`src/rtl/traffic_sequencer.sv`:
```
// Junction master sequencer: drives the main/side signal heads and loads the external interval
// timer. The pedestrian walk phase is compiled in only when PED_WALK_EN is defined.
module traffic_sequencer #(
  parameter logic [3:0] T_BASE = 4'd6,
  parameter logic [3:0] T_EXT  = 4'd3,
  parameter logic [3:0] T_YEL  = 4'd2
) (
  input  logic       clk,
  input  logic       reset_global,
  input  logic       sensor,
  input  logic       walk_req,
  input  logic       prog_strobe,
  input  logic [1:0] prog_sel,
  input  logic [3:0] prog_value,
  input  logic       expired,
  output logic       start_timer,
  output logic [3:0] time_value,
  output logic [2:0] main_light,
  output logic [2:0] side_light,
  output logic       walk_light
);

  localparam logic [2:0] StMGrn  = 3'd0;
  localparam logic [2:0] StMIdle = 3'd1;
  localparam logic [2:0] StMYel  = 3'd2;
  localparam logic [2:0] StSGrn  = 3'd3;
  localparam logic [2:0] StSExt  = 3'd4;
  localparam logic [2:0] StSYel  = 3'd5;
`ifdef PED_WALK_EN
  localparam logic [2:0] StWalk  = 3'd6;
`endif

  localparam logic [2:0] LampRed = 3'b100;
  localparam logic [2:0] LampYel = 3'b010;
  localparam logic [2:0] LampGrn = 3'b001;

  // The timer cannot count a zero interval, so zero is stored as one.
  localparam logic [3:0] BaseInit = (T_BASE == 4'd0) ? 4'd1 : T_BASE;
  localparam logic [3:0] ExtInit  = (T_EXT  == 4'd0) ? 4'd1 : T_EXT;
  localparam logic [3:0] YelInit  = (T_YEL  == 4'd0) ? 4'd1 : T_YEL;

  logic [2:0] state_q, state_d;
  logic       boot_q;
  logic       load;
  logic       advance;
  logic       want_side;
  logic       main_phase;
  logic       side_req_q, side_req_d;
  logic [3:0] base_q, base_d;
  logic [3:0] ext_q, ext_d;
  logic [3:0] yel_q, yel_d;
  logic [3:0] interval;
  logic [3:0] prog_clamped;
  logic [3:0] time_value_d;
  logic [2:0] main_d, side_d;

`ifdef PED_WALK_EN
  logic walk_pend_q, walk_pend_d;
`endif

  // Expiry is only meaningful once the load pulse of the current state has gone.
  assign advance    = expired & ~start_timer;
  assign want_side  = side_req_q | sensor;
  assign main_phase = (state_q == StMGrn) || (state_q == StMIdle) || (state_q == StMYel);

  always_comb begin
    state_d = state_q;
    load    = 1'b0;
    if (!boot_q) begin
      state_d = StMGrn;
      load    = 1'b1;
    end else begin
      case (state_q)
        StMGrn: begin
          if (advance) begin
            if (want_side) begin
              state_d = StMYel;
              load    = 1'b1;
            end else begin
              state_d = StMIdle;
            end
          end
        end
        StMIdle: begin
          if (want_side) begin
            state_d = StMYel;
            load    = 1'b1;
          end
        end
        StMYel: begin
          if (advance) begin
            state_d = StSGrn;
            load    = 1'b1;
          end
        end
        StSGrn: begin
          if (advance) begin
            state_d = sensor ? StSExt : StSYel;
            load    = 1'b1;
          end
        end
        StSExt: begin
          if (advance) begin
            state_d = StSYel;
            load    = 1'b1;
          end
        end
        StSYel: begin
          if (advance) begin
`ifdef PED_WALK_EN
            state_d = walk_pend_q ? StWalk : StMGrn;
`else
            state_d = StMGrn;
`endif
            load    = 1'b1;
          end
        end
`ifdef PED_WALK_EN
        StWalk: begin
          if (advance) begin
            state_d = StMGrn;
            load    = 1'b1;
          end
        end
`endif
        default: begin
          state_d = StMGrn;
          load    = 1'b1;
        end
      endcase
    end
  end

  // Interval of the state being entered; reads the registers before any same-edge write.
  always_comb begin
    case (state_d)
      StMGrn, StSGrn: interval = base_q;
      StMYel, StSYel: interval = yel_q;
      default:        interval = ext_q;
    endcase
    time_value_d = load ? interval : time_value;
  end

  always_comb begin
    main_d = LampRed;
    side_d = LampRed;
    case (state_d)
      StMGrn, StMIdle: main_d = LampGrn;
      StMYel:          main_d = LampYel;
      StSGrn, StSExt:  side_d = LampGrn;
      StSYel:          side_d = LampYel;
      default: ;
    endcase
  end

  always_comb begin
    side_req_d = side_req_q;
    if (load && (state_d == StSGrn)) begin
      side_req_d = 1'b0;
    end else if (sensor && main_phase) begin
      side_req_d = 1'b1;
    end
  end

  assign prog_clamped = (prog_value == 4'd0) ? 4'd1 : prog_value;

  always_comb begin
    base_d = base_q;
    ext_d  = ext_q;
    yel_d  = yel_q;
    if (prog_strobe) begin
      case (prog_sel)
        2'd0:    base_d = prog_clamped;
        2'd1:    ext_d  = prog_clamped;
        2'd2:    yel_d  = prog_clamped;
        default: ;
      endcase
    end
  end

  always_ff @(posedge clk or negedge reset_global) begin
    if (!reset_global) begin
      state_q     <= StMGrn;
      boot_q      <= 1'b0;
      side_req_q  <= 1'b0;
      base_q      <= BaseInit;
      ext_q       <= ExtInit;
      yel_q       <= YelInit;
      start_timer <= 1'b0;
      time_value  <= 4'd0;
      main_light  <= LampGrn;
      side_light  <= LampRed;
    end else begin
      state_q     <= state_d;
      boot_q      <= 1'b1;
      side_req_q  <= side_req_d;
      base_q      <= base_d;
      ext_q       <= ext_d;
      yel_q       <= yel_d;
      start_timer <= load;
      time_value  <= time_value_d;
      main_light  <= main_d;
      side_light  <= side_d;
    end
  end

`ifdef PED_WALK_EN
  always_comb begin
    walk_pend_d = walk_pend_q;
    if (load && (state_d == StWalk)) begin
      walk_pend_d = 1'b0;
    end else if (walk_req && (state_q != StWalk)) begin
      walk_pend_d = 1'b1;
    end
  end

  always_ff @(posedge clk or negedge reset_global) begin
    if (!reset_global) begin
      walk_pend_q <= 1'b0;
      walk_light  <= 1'b0;
    end else begin
      walk_pend_q <= walk_pend_d;
      walk_light  <= (state_d == StWalk);
    end
  end
`else
  logic unused_walk_req;
  assign unused_walk_req = walk_req;
  assign walk_light      = 1'b0;
`endif

endmodule
```
`config.mk`:
```
export PLATFORM = sky130hd
export DESIGN_NAME = traffic_sequencer
export DESIGN_NICKNAME = d
export VERILOG_FILES = /design/src/rtl/traffic_sequencer.sv
export SDC_FILE = /design/constraint.sdc
export NUM_CORES = 1
export LEC_CHECK = 0
export CORE_UTILIZATION = 50
export DETAILED_ROUTE_END_ITERATION = 12
export DONT_BUFFER_PORTS = 1
export MAX_ROUTING_LAYER = met4
export PLACE_DENSITY_LB_ADDON = 0.12
export SLEW_MARGIN = 20
export SYNTH_ARGS = -nofsm -noshare
export SYNTH_HDL_FRONTEND = slang
export SYNTH_SLANG_ARGS = --single-unit
```
`constraint.sdc`:
```
create_clock -name clk -period 1.7 [get_ports clk]
set_input_delay 0.425 -clock clk [delete_from_list [all_inputs] [get_ports clk]]
set_output_delay 0.425 -clock clk [all_outputs]
set_load 0.02 [all_outputs]
```
Yosys cells after proc, flatten, opt, wreduce, memory -nomap -nowiden

Cells that the tools add are included.

Equal/unequal tests: 12
Mux-type cells: 21
Reductions and logical operators: 17
Bitwise operators: 3

Operator list:

| cell               | count |
|---|---|
| $mux 3             | 7 |
| $pmux 3 s6         | 1 |
| $eq 3x2->1 const B | 4 |
| $eq 3x3->1 const B | 4 |
| $pmux 3 s2         | 2 |
| $pmux 4 s2         | 1 |
| $reduce_or 2->1    | 4 |
| $mux 1             | 7 |
| $eq 3x1->1 const B | 2 |
| $logic_not 3->1    | 2 |
| $reduce_and 2->1   | 3 |
| $logic_not 4->1    | 1 |
| $mux 4             | 1 |
| $reduce_or 4->1    | 1 |
| $pmux 1 s3         | 1 |
| $eq 2x1->1 const B | 1 |
| $eq 2x2->1 const B | 1 |
| $logic_and 1x1->1  | 2 |
| $logic_not 2->1    | 1 |
| $logic_or 1x1->1   | 2 |
| $mux 2             | 1 |
| $reduce_bool 2->1  | 1 |
| $and 1x1->1        | 1 |
| $not 1->1          | 1 |
| $or 1x1->1         | 1 |

Output and inout bits: 12
Register bits after elaboration: 28

Logic depth before layout (Yosys ltp)

Gate-level depths: netlist of the first run.

Depth in word-level cells: 8
Mapped depth: 6
Mapped depth without buffers: 5

Worst setup path after synthesis of the first run

OpenSTA, ideal clock, no wires.

Path kind: flip-flop to flip-flop
From: register start_timer
To: register time_value[0]
Arrival: 1.539 ns
Clock period less this slack: 1.691 ns
Stages on the path, launching flop included: 7
Setup slack: 0.009 ns
Path through: dfrtp_1 -> and3b_1 -> buf_6 -> mux2i_1 -> o31ai_4 -> mux2i_1 -> a31oi_1

Longest elaborated chain between the ends: 8
Elaborated cells between the ends (all ways): 20
Those cells by class: eq/ne (3); mux (12); bitwise (2); reduce/logical (3)

Ends and longest elaborated chain:

| what                                     | RTL line | text |
|---|---|---|
| start, declared                          | 16       | `output logic start_timer,` |
| start signal, assigned                   | 200      | `start_timer <= load;` |
| $not 1->1 (*)                            | 62       | `assign advance = expired & ~start_timer;` |
| $and 1x1->1 (*)                          | 62       |  |
| $mux 3 (on tied branches)                | n/a      |  |
| $pmux 3 s6                               | 73       | `case (state_q)` |
| $mux 3                                   | 69       | `if (!boot_q) begin` |
| $eq 3x3->1, or another cell as far along | 136      | `case (state_d)` |
| $reduce_or 2->1                          | 136      |  |
| $pmux 4 s2                               | 136      |  |
| end signal, assigned                     | 201      | `time_value <= time_value_d;` |
| end, declared                            | 17       | `output logic [3:0] time_value,` |

Every way passes the cells marked *; elsewhere a longest branch is shown, timed or not.
A chain may end at the register's enable or synchronous reset.

Worst setup path in the final report of the first run

From: register state_q[0]
To: register time_value[2]

Longest elaborated chain between the ends: 6
Elaborated cells between the ends (all ways): 24
Those cells by class: eq/ne (8); mux (11); reduce/logical (5)

Ends and longest elaborated chain:

| what                                     | RTL line | text |
|---|---|---|
| start, declared                          | 42       | `logic [2:0] state_q, state_d;` |
| start signal, assigned                   | 183      | `state_q <= StMGrn;` |
| start signal, assigned                   | 194      | `state_q <= state_d;` |
| $eq 3x3->1, or another cell as far along | 73       |  |
| $pmux 3 s6                               | 73       |  |
| $mux 3                                   | 69       |  |
| $eq 3x3->1, or another cell as far along | 136      |  |
| $reduce_or 2->1                          | 136      |  |
| $pmux 4 s2                               | 136      |  |

Several ways; a longest one is shown, not always the timed one.

==> flow_summary.json, run 1 <==
{
  "min_period_ns": 1.65,
  "total_power_mw": 1.51,
  "yosysWarnings": 0,
  "wire_per_inst_um": 15.1,
  "core_um2": 2520,
  "crit_required_ns": 1.92,
  "ir_drop_uv": 717,
  "setup_viol": 0,
  "die_w_um": 54.2,
  "drv_slew": 0,
  "grt_pass1_wl_um": 3910,
  "via_count": 965,
  "die_h_um": 54.2,
  "hold_start": "prog_value[2]",
  "r2r_slack_ns": 0.05,
  "routed_via_density": 5.64,
  "start_util": 0.540,
  "setup.worst_path.end_class": "flip-flop",
  "p_leak_nw": 0.681,
  "reg2reg_from": "state_q[0]$_DFF_PN0_",
  "r2r_cells": 5,
  "seqCellArea_um2": 712,
  "num-fill-cells": 211,
  "status": "finished clean",
  "ys_seq_area_frac": 0.521,
  "multi_input_area_um2": 614,
  "grt_max_degree": 29,
  "grt_use_total": 0.194,
  "synthCells": 126,
  "hpwlAfterDp_um": 1810,
  "clkTransAtPathRegs_ns": 0.15,
  "setup_tns_ns": 0,
  "whs_endpoint": "ext_q[2]$_DFFE_PN0P_",
  "numCtsBuffers": 3,
  "finalHoldViolCount": 0,
  "clk_latency_ns": 0.32,
  "rr_endpoint": "time_value[2]$_DFFE_PN0N_",
  "synth.avg_cell_area_um2": 10.8,
  "drv_cap": 0,
  "totalWireLength_um": 2580,
  "drt_first_iter_violations": 21,
  "synthDistinctLibCells": 35,
  "rows": 18,
  "clock.fmax_mhz": 604,
  "route.detailed.drc": 0,
  "area_delta_synth_final_pct": 14.8,
  "whs_path_depth": 1,
  "die_area_um2": 2940,
  "gp_congestion": 0.804,
  "criticalPathCategory": "flip-flop to flip-flop",
  "firstDrtPassIters": 4,
  "worstHoldPathType": "input port to flip-flop",
  "rsz0062_at_grt": "true",
  "h-tree-depth": 1,
  "synth_seq_cells": 28,
  "syn_area_um2": 1360,
  "fin_crit_sh": 0.973,
  "drive_gt1_frac": 0.326,
  "syn-num-nets": 138,
  "cts.path.max_buffers": 2,
  "diodes": 0,
  "synth_edf_count": 0,
  "io_pins": 24,
  "worstPathMaxFanout": 4,
  "ys_dominant_reg_cell": "dfrtp_1",
  "critPathLaunchType": "flip-flop",
  "p_per_area_nw_per_um2": 965,
  "fin_skew_ns": 0.00332,
  "antenna_left": 0,
  "tritoncts": "built",
  "post-route-util": 0.620,
  "port_buffers": 0,
  "clkSinkCount": 28,
  "final.hold.worst_slack_ns": 0.237,
  "cp.arrival_ns": 1.88,
  "antenna_found_initial": 0,
  "grt.overflow.total": 0,
  "cts_root_buffer": "clkbuf_4",
  "first_global_vias": 885,
  "async_reset_ff_frac": 1.00,
  "layout.nets": 154
}
critical path: stages, from the launching register on:
cell,delay [ns]
dfrtp_1,0.45
and3b_1,0.22
mux2i_1,0.15
o31ai_4,0.36
mux2i_1,0.27
a31oi_1,0.10
report_power, final:
group	internal, mW	switching, mW	total, mW
Sequential	0.768	0.0903	0.859
Clock	0.238	0.197	0.435
Combinational	0.108	0.108	0.215
timing repair:
action | CTS | global route
hold buffers | 2 | 0
cloned | 0 | 0
resized for setup | 1 | 6
endpoints found under the hold margin | 28 | 0
pin swaps | 0 | 1
setup endpoints to repair | 4 | 8
buffers inserted | 0 | 5
logic make-up (layout without fill, tap and decap cells):
kind of cell / Yosys count / after routing / synth area share
AO/OA/AOI/OAI: 27 / 27 / 0.140
other: 2 / 2 / 0.00551
AND/OR/NAND/NOR: 44 / 44 / 0.177
flip-flops: 28 / 28 / 0.521
buffers and inverters: 10 / 25 / 0.0376
multiplexers: 15 / 15 / 0.119
placed cells by master (no fill, tap or decap), drive strengths merged, types with 2 or more instances in the layout:
master / instances
mux2: 10
buf: 14
a21oi: 5
nor2: 13
dfstp: 7
a211oi: 5
nand2b: 3
nand2: 8
and2: 2
nand3b: 3
mux2i: 5
a31oi: 6
clkbuf: 3
nor2b: 3
conb: 2
dfrtp: 21
o21ai: 5
nor3: 4
inv: 6
how the worst max path moves through the flow:
stage	startpoint	end	slack [ns]	cells after the start
floorplan	start_timer$_DFF_PN0_	time_value[0]$_DFFE_PN0N_	0.009	6
global placement	expired	time_value[3]$_DFFE_PN0N_	0.03	5
detailed placement	expired	time_value[1]$_DFFE_PN0N_	-0.008	5
CTS	state_q[1]$_DFF_PN0_	side_req_q$_DFFE_PN0P_	0.003	5
global route	state_q[0]$_DFF_PN0_	time_value[2]$_DFFE_PN0N_	-0.06	5
finish	state_q[0]$_DFF_PN0_	time_value[2]$_DFFE_PN0N_	0.05	5
Yosys cell counts, drive strengths merged, types with 2 or more instances:
cell type | count | area (µm²)
a21oi | 5 | 25.0
inv | 6 | 22.5
buf | 4 | 28.8
nor3 | 4 | 20.0
mux2i | 5 | 50.1
and2 | 2 | 12.5
a211oi | 5 | 37.5
dfstp | 7 | 184
nand2b | 3 | 18.8
dfrtp | 21 | 526
o21ai | 5 | 25.0
mux2 | 10 | 113
a31oi | 6 | 37.5
nand2 | 8 | 30.0
nor2 | 13 | 48.8
nor2b | 3 | 18.8
conb | 2 | 7.51
nand3b | 3 | 22.5
final cells by class:
cell class                 instances  area share
sequential                        28       0.455
multi-input combinational         88       0.393
timing repair buffer              15      0.0800
tap                               30      0.0240
clock inverter                     1      0.0192
clock buffer                       3      0.0144
inverter                           6      0.0144
sequential cells by signal, summed over array words and instances (netlist names):
name and count:
base_q 4, state_q 3, side_light 3, side_req_q 1, boot_q 1, ext_q 4, start_timer 1, main_light 3
yel_q 4, time_value 4
per-stage QoR:
step	std cells	cell area (µm²)	setup slack (ns)
3_3_place_gp	160	1430	0.0278
4_1_cts	166	1520	0.00287
3_5_place_dp	160	1430	-0.00765
6_report	171	1560	0.0451
2_1_floorplan	126	1360	0.00883
5_1_grt	171	1560	-0.0607
routing by layer:
| layer | track usage | vias to the layer above | part of all wire |
|---|---|---|---|
| li1 | - | 474 | - |
| met1 | 0.239 | 470 | 0.46 |
| met2 | 0.327 | 19 | 0.50 |
| met3 | 0.0395 | 2 | 0.036 |
| met4 | 0.0385 | 0 | 0.0058 |
| met5 | - | - | 0 |
Note: power is estimated with default switching activity, not from simulation.
==> run 2, diff against run 1 <==
CORE_UTILIZATION = 45   (was 50)
CTS_BUF_LIST = sky130_fd_sc_hd__clkbuf_4 sky130_fd_sc_hd__clkbuf_8 sky130_fd_sc_hd__clkbuf_16   (was unset)
==> run 2 against run 1 <==
The run now ends with design-rule violations left; final area is 2.2% lower; global-route usage decreased by 2.7 points; total power is 0.78% lower; worst hold slack got worse by 0.011 ns; register-to-register slack got worse by 0.03 ns; fmax is 1.9% lower; flip-flop and latch count unchanged; non-clock buffer count down 5; wire length decreased by 4.3%; via count decreased by 3.6%.
==> flow_summary.json, run 2 (synthesis gave the netlist of run 1 again) <==
{
  "totalWireLength_um": 2470,
  "drv_cap": 0,
  "fin_skew_ns": 0.0124,
  "clock.fmax_mhz": 593,
  "min_period_ns": 1.69,
  "cp_cell_sequence": "and3b_1, mux2i_1, o31ai_4, mux2i_1, a31oi_1",
  "mostFrequentLayoutCell": "dfrtp_1",
  "die_h_um": 57.0,
  "global_route.peak_usage_layer": "met2",
  "crit_required_ns": 1.89,
  "ir_drop_uv": 565,
  "cp_common_cell": "mux2i_1",
  "start_util": 0.486,
  "via_count": 930,
  "slowest_delay_ns": 0.42,
  "antenna_found_initial": 0,
  "layout.cells.non_filler": 167,
  "whs_endpoint": "ext_q[2]$_DFFE_PN0P_",
  "grt_use_total": 0.168,
  "p_leak_nw": 0.655,
  "cts.path.max_buffers": 2,
  "rows": 19,
  "hold_start": "prog_value[2]",
  "die_w_um": 57.0,
  "port_buffers": 0,
  "drv_slew": 0,
  "layout.nets": 149,
  "core_um2": 2810,
  "critPathLaunchType": "flip-flop",
  "status": "finished with violations",
  "cts_root_buffer": "clkbuf_4",
  "clkSinkCount": 28,
  "whs_path_depth": 1,
  "area_delta_synth_final_pct": 12.3,
  "post-route-cell-area_um2": 1530,
  "firstDrtPassIters": 8,
  "tritoncts": "built",
  "placed_area_um2": 1430,
  "grt_max_degree": 29,
  "final.hold.worst_slack_ns": 0.226,
  "global_route.usage.met3": 0.0590,
  "path_buf_inv": 0,
  "grtUsageMet2": 0.282,
  "r2r_slack_ns": 0.01,
  "setup.worst_path.end_class": "flip-flop",
  "met1_usage": 0.177,
  "rsz0062_at_grt": "true",
  "drive_gt1_frac": 0.294,
  "grt.overflow.total": 0,
  "drt_first_iter_violations": 11,
  "first_global_vias": 904,
  "p_per_area_nw_per_um2": 978,
  "dp_cells": 160,
  "r2r_cells": 5,
  "final_cell_mix": "dfrtp_1 (19), nor2_1 (13), mux2_2 (10)",
  "fin_crit_sh": 0.992,
  "antenna_left": 0,
  "worstPathMaxFanout": 4,
  "cp.arrival_ns": 1.88,
  "numCtsBuffers": 3,
  "gp_congestion": 0.749,
  "die_area_um2": 3250,
  "routed_via_density": 5.57,
  "worstHoldPathType": "input port to flip-flop",
  "diodes": 0,
  "grt_pass1_wl_um": 3940,
  "clk_latency_ns": 0.33,
  "route.detailed.drc": 5,
  "hpwlAfterDp_um": 1780,
  "violations": "design-rule violations",
  "reg2reg_from": "start_timer$_DFF_PN0_",
  "clkTransAtPathRegs_ns": 0.15,
  "rr_endpoint": "time_value[1]$_DFFE_PN0N_",
  "critical_path.top_delay_family": "compound AO/OA/AOI/OAI gates",
  "wire_per_inst_um": 14.8,
  "slowest_stage": "dfrtp_1",
  "h-tree-depth": 1,
  "finalHoldViolCount": 0,
  "criticalPathCategory": "flip-flop to flip-flop",
  "io_pins": 24,
  "setup_viol": 0,
  "total_power_mw": 1.50
}
run 2: worst max-delay path by stage:
stage | from | end | slack (ns) | cells past startpoint
detailed placement | state_q[2]$_DFF_PN0_ | time_value[1]$_DFFE_PN0N_ | -0.1 | 4
global placement | state_q[2]$_DFF_PN0_ | time_value[0]$_DFFE_PN0N_ | -0.05 | 5
CTS | start_timer$_DFF_PN0_ | time_value[1]$_DFFE_PN0N_ | -0.006 | 5
global route | state_q[0]$_DFF_PN0_ | time_value[2]$_DFFE_PN0N_ | -0.08 | 6
finish | start_timer$_DFF_PN0_ | time_value[1]$_DFFE_PN0N_ | 0.01 | 5
floorplan | start_timer$_DFF_PN0_ | time_value[0]$_DFFE_PN0N_ | 0.009 | 6
run 2: cell type report:
| cell class | instances | area [µm²] |
|---|---|---|
| Tap cell | 31 | 38.8 |
| Multi-Input combinational cell | 88 | 614 |
| Timing Repair Buffer | 10 | 90.1 |
| Clock buffer | 3 | 22.5 |
| Sequential cell | 28 | 712 |
| Clock inverter | 1 | 30.0 |
| Inverter | 6 | 22.5 |
| Fill cell | 245 | 1270 |
run 2: metrics by stage:
stage | worst slack [ns] | setup TNS [ns] | utilization
after floorplan | 0.00883 | 0 | -
after global placement | -0.0520 | -0.204 | 0.508
after detailed placement | -0.0985 | -0.295 | 0.508
after CTS | -0.00587 | -0.00587 | 0.541
after global routing | -0.0772 | -0.285 | 0.545
final | 0.0135 | 0 | 0.545
run 2: what timing repair did:
item,4_1_cts,5_1_grt
setup endpoints to repair,5,5
resized for setup,4,1
endpoints found under the hold margin,28,0
hold buffers,2,0
buffers inserted,0,1
run 2: worst reg2reg max path: cells and delay by family (launching register included):
kind,cells,cell delay [ns]
DFF,1,0.42
muxes,2,0.38
AOI/OAI and AO/OA,2,0.49
and+or+nand+nor,1,0.25
run 2: routing by layer:
metal / vias to the layer above / share of wire
li1: 462 / -
met1: 441 / 0.42
met2: 23 / 0.51
met3: 4 / 0.049
met4: 0 / 0.019
met5: - / 0
run 2: power by group:
| group | switching, mW | internal (mW) | total (mW) |
|---|---|---|---|
| clock | 0.191 | 0.239 | 0.430 |
| combinational | 0.107 | 0.104 | 0.210 |
| sequential | 0.0885 | 0.768 | 0.857 |
| total | 0.386 | 1.11 | 1.50 |
==> run 3, diff against run 2 <==
CAP_MARGIN = 25   (was unset)
==> results of run 3 <==
No change in the layout: final DEF, timing and power equal those of run 2.
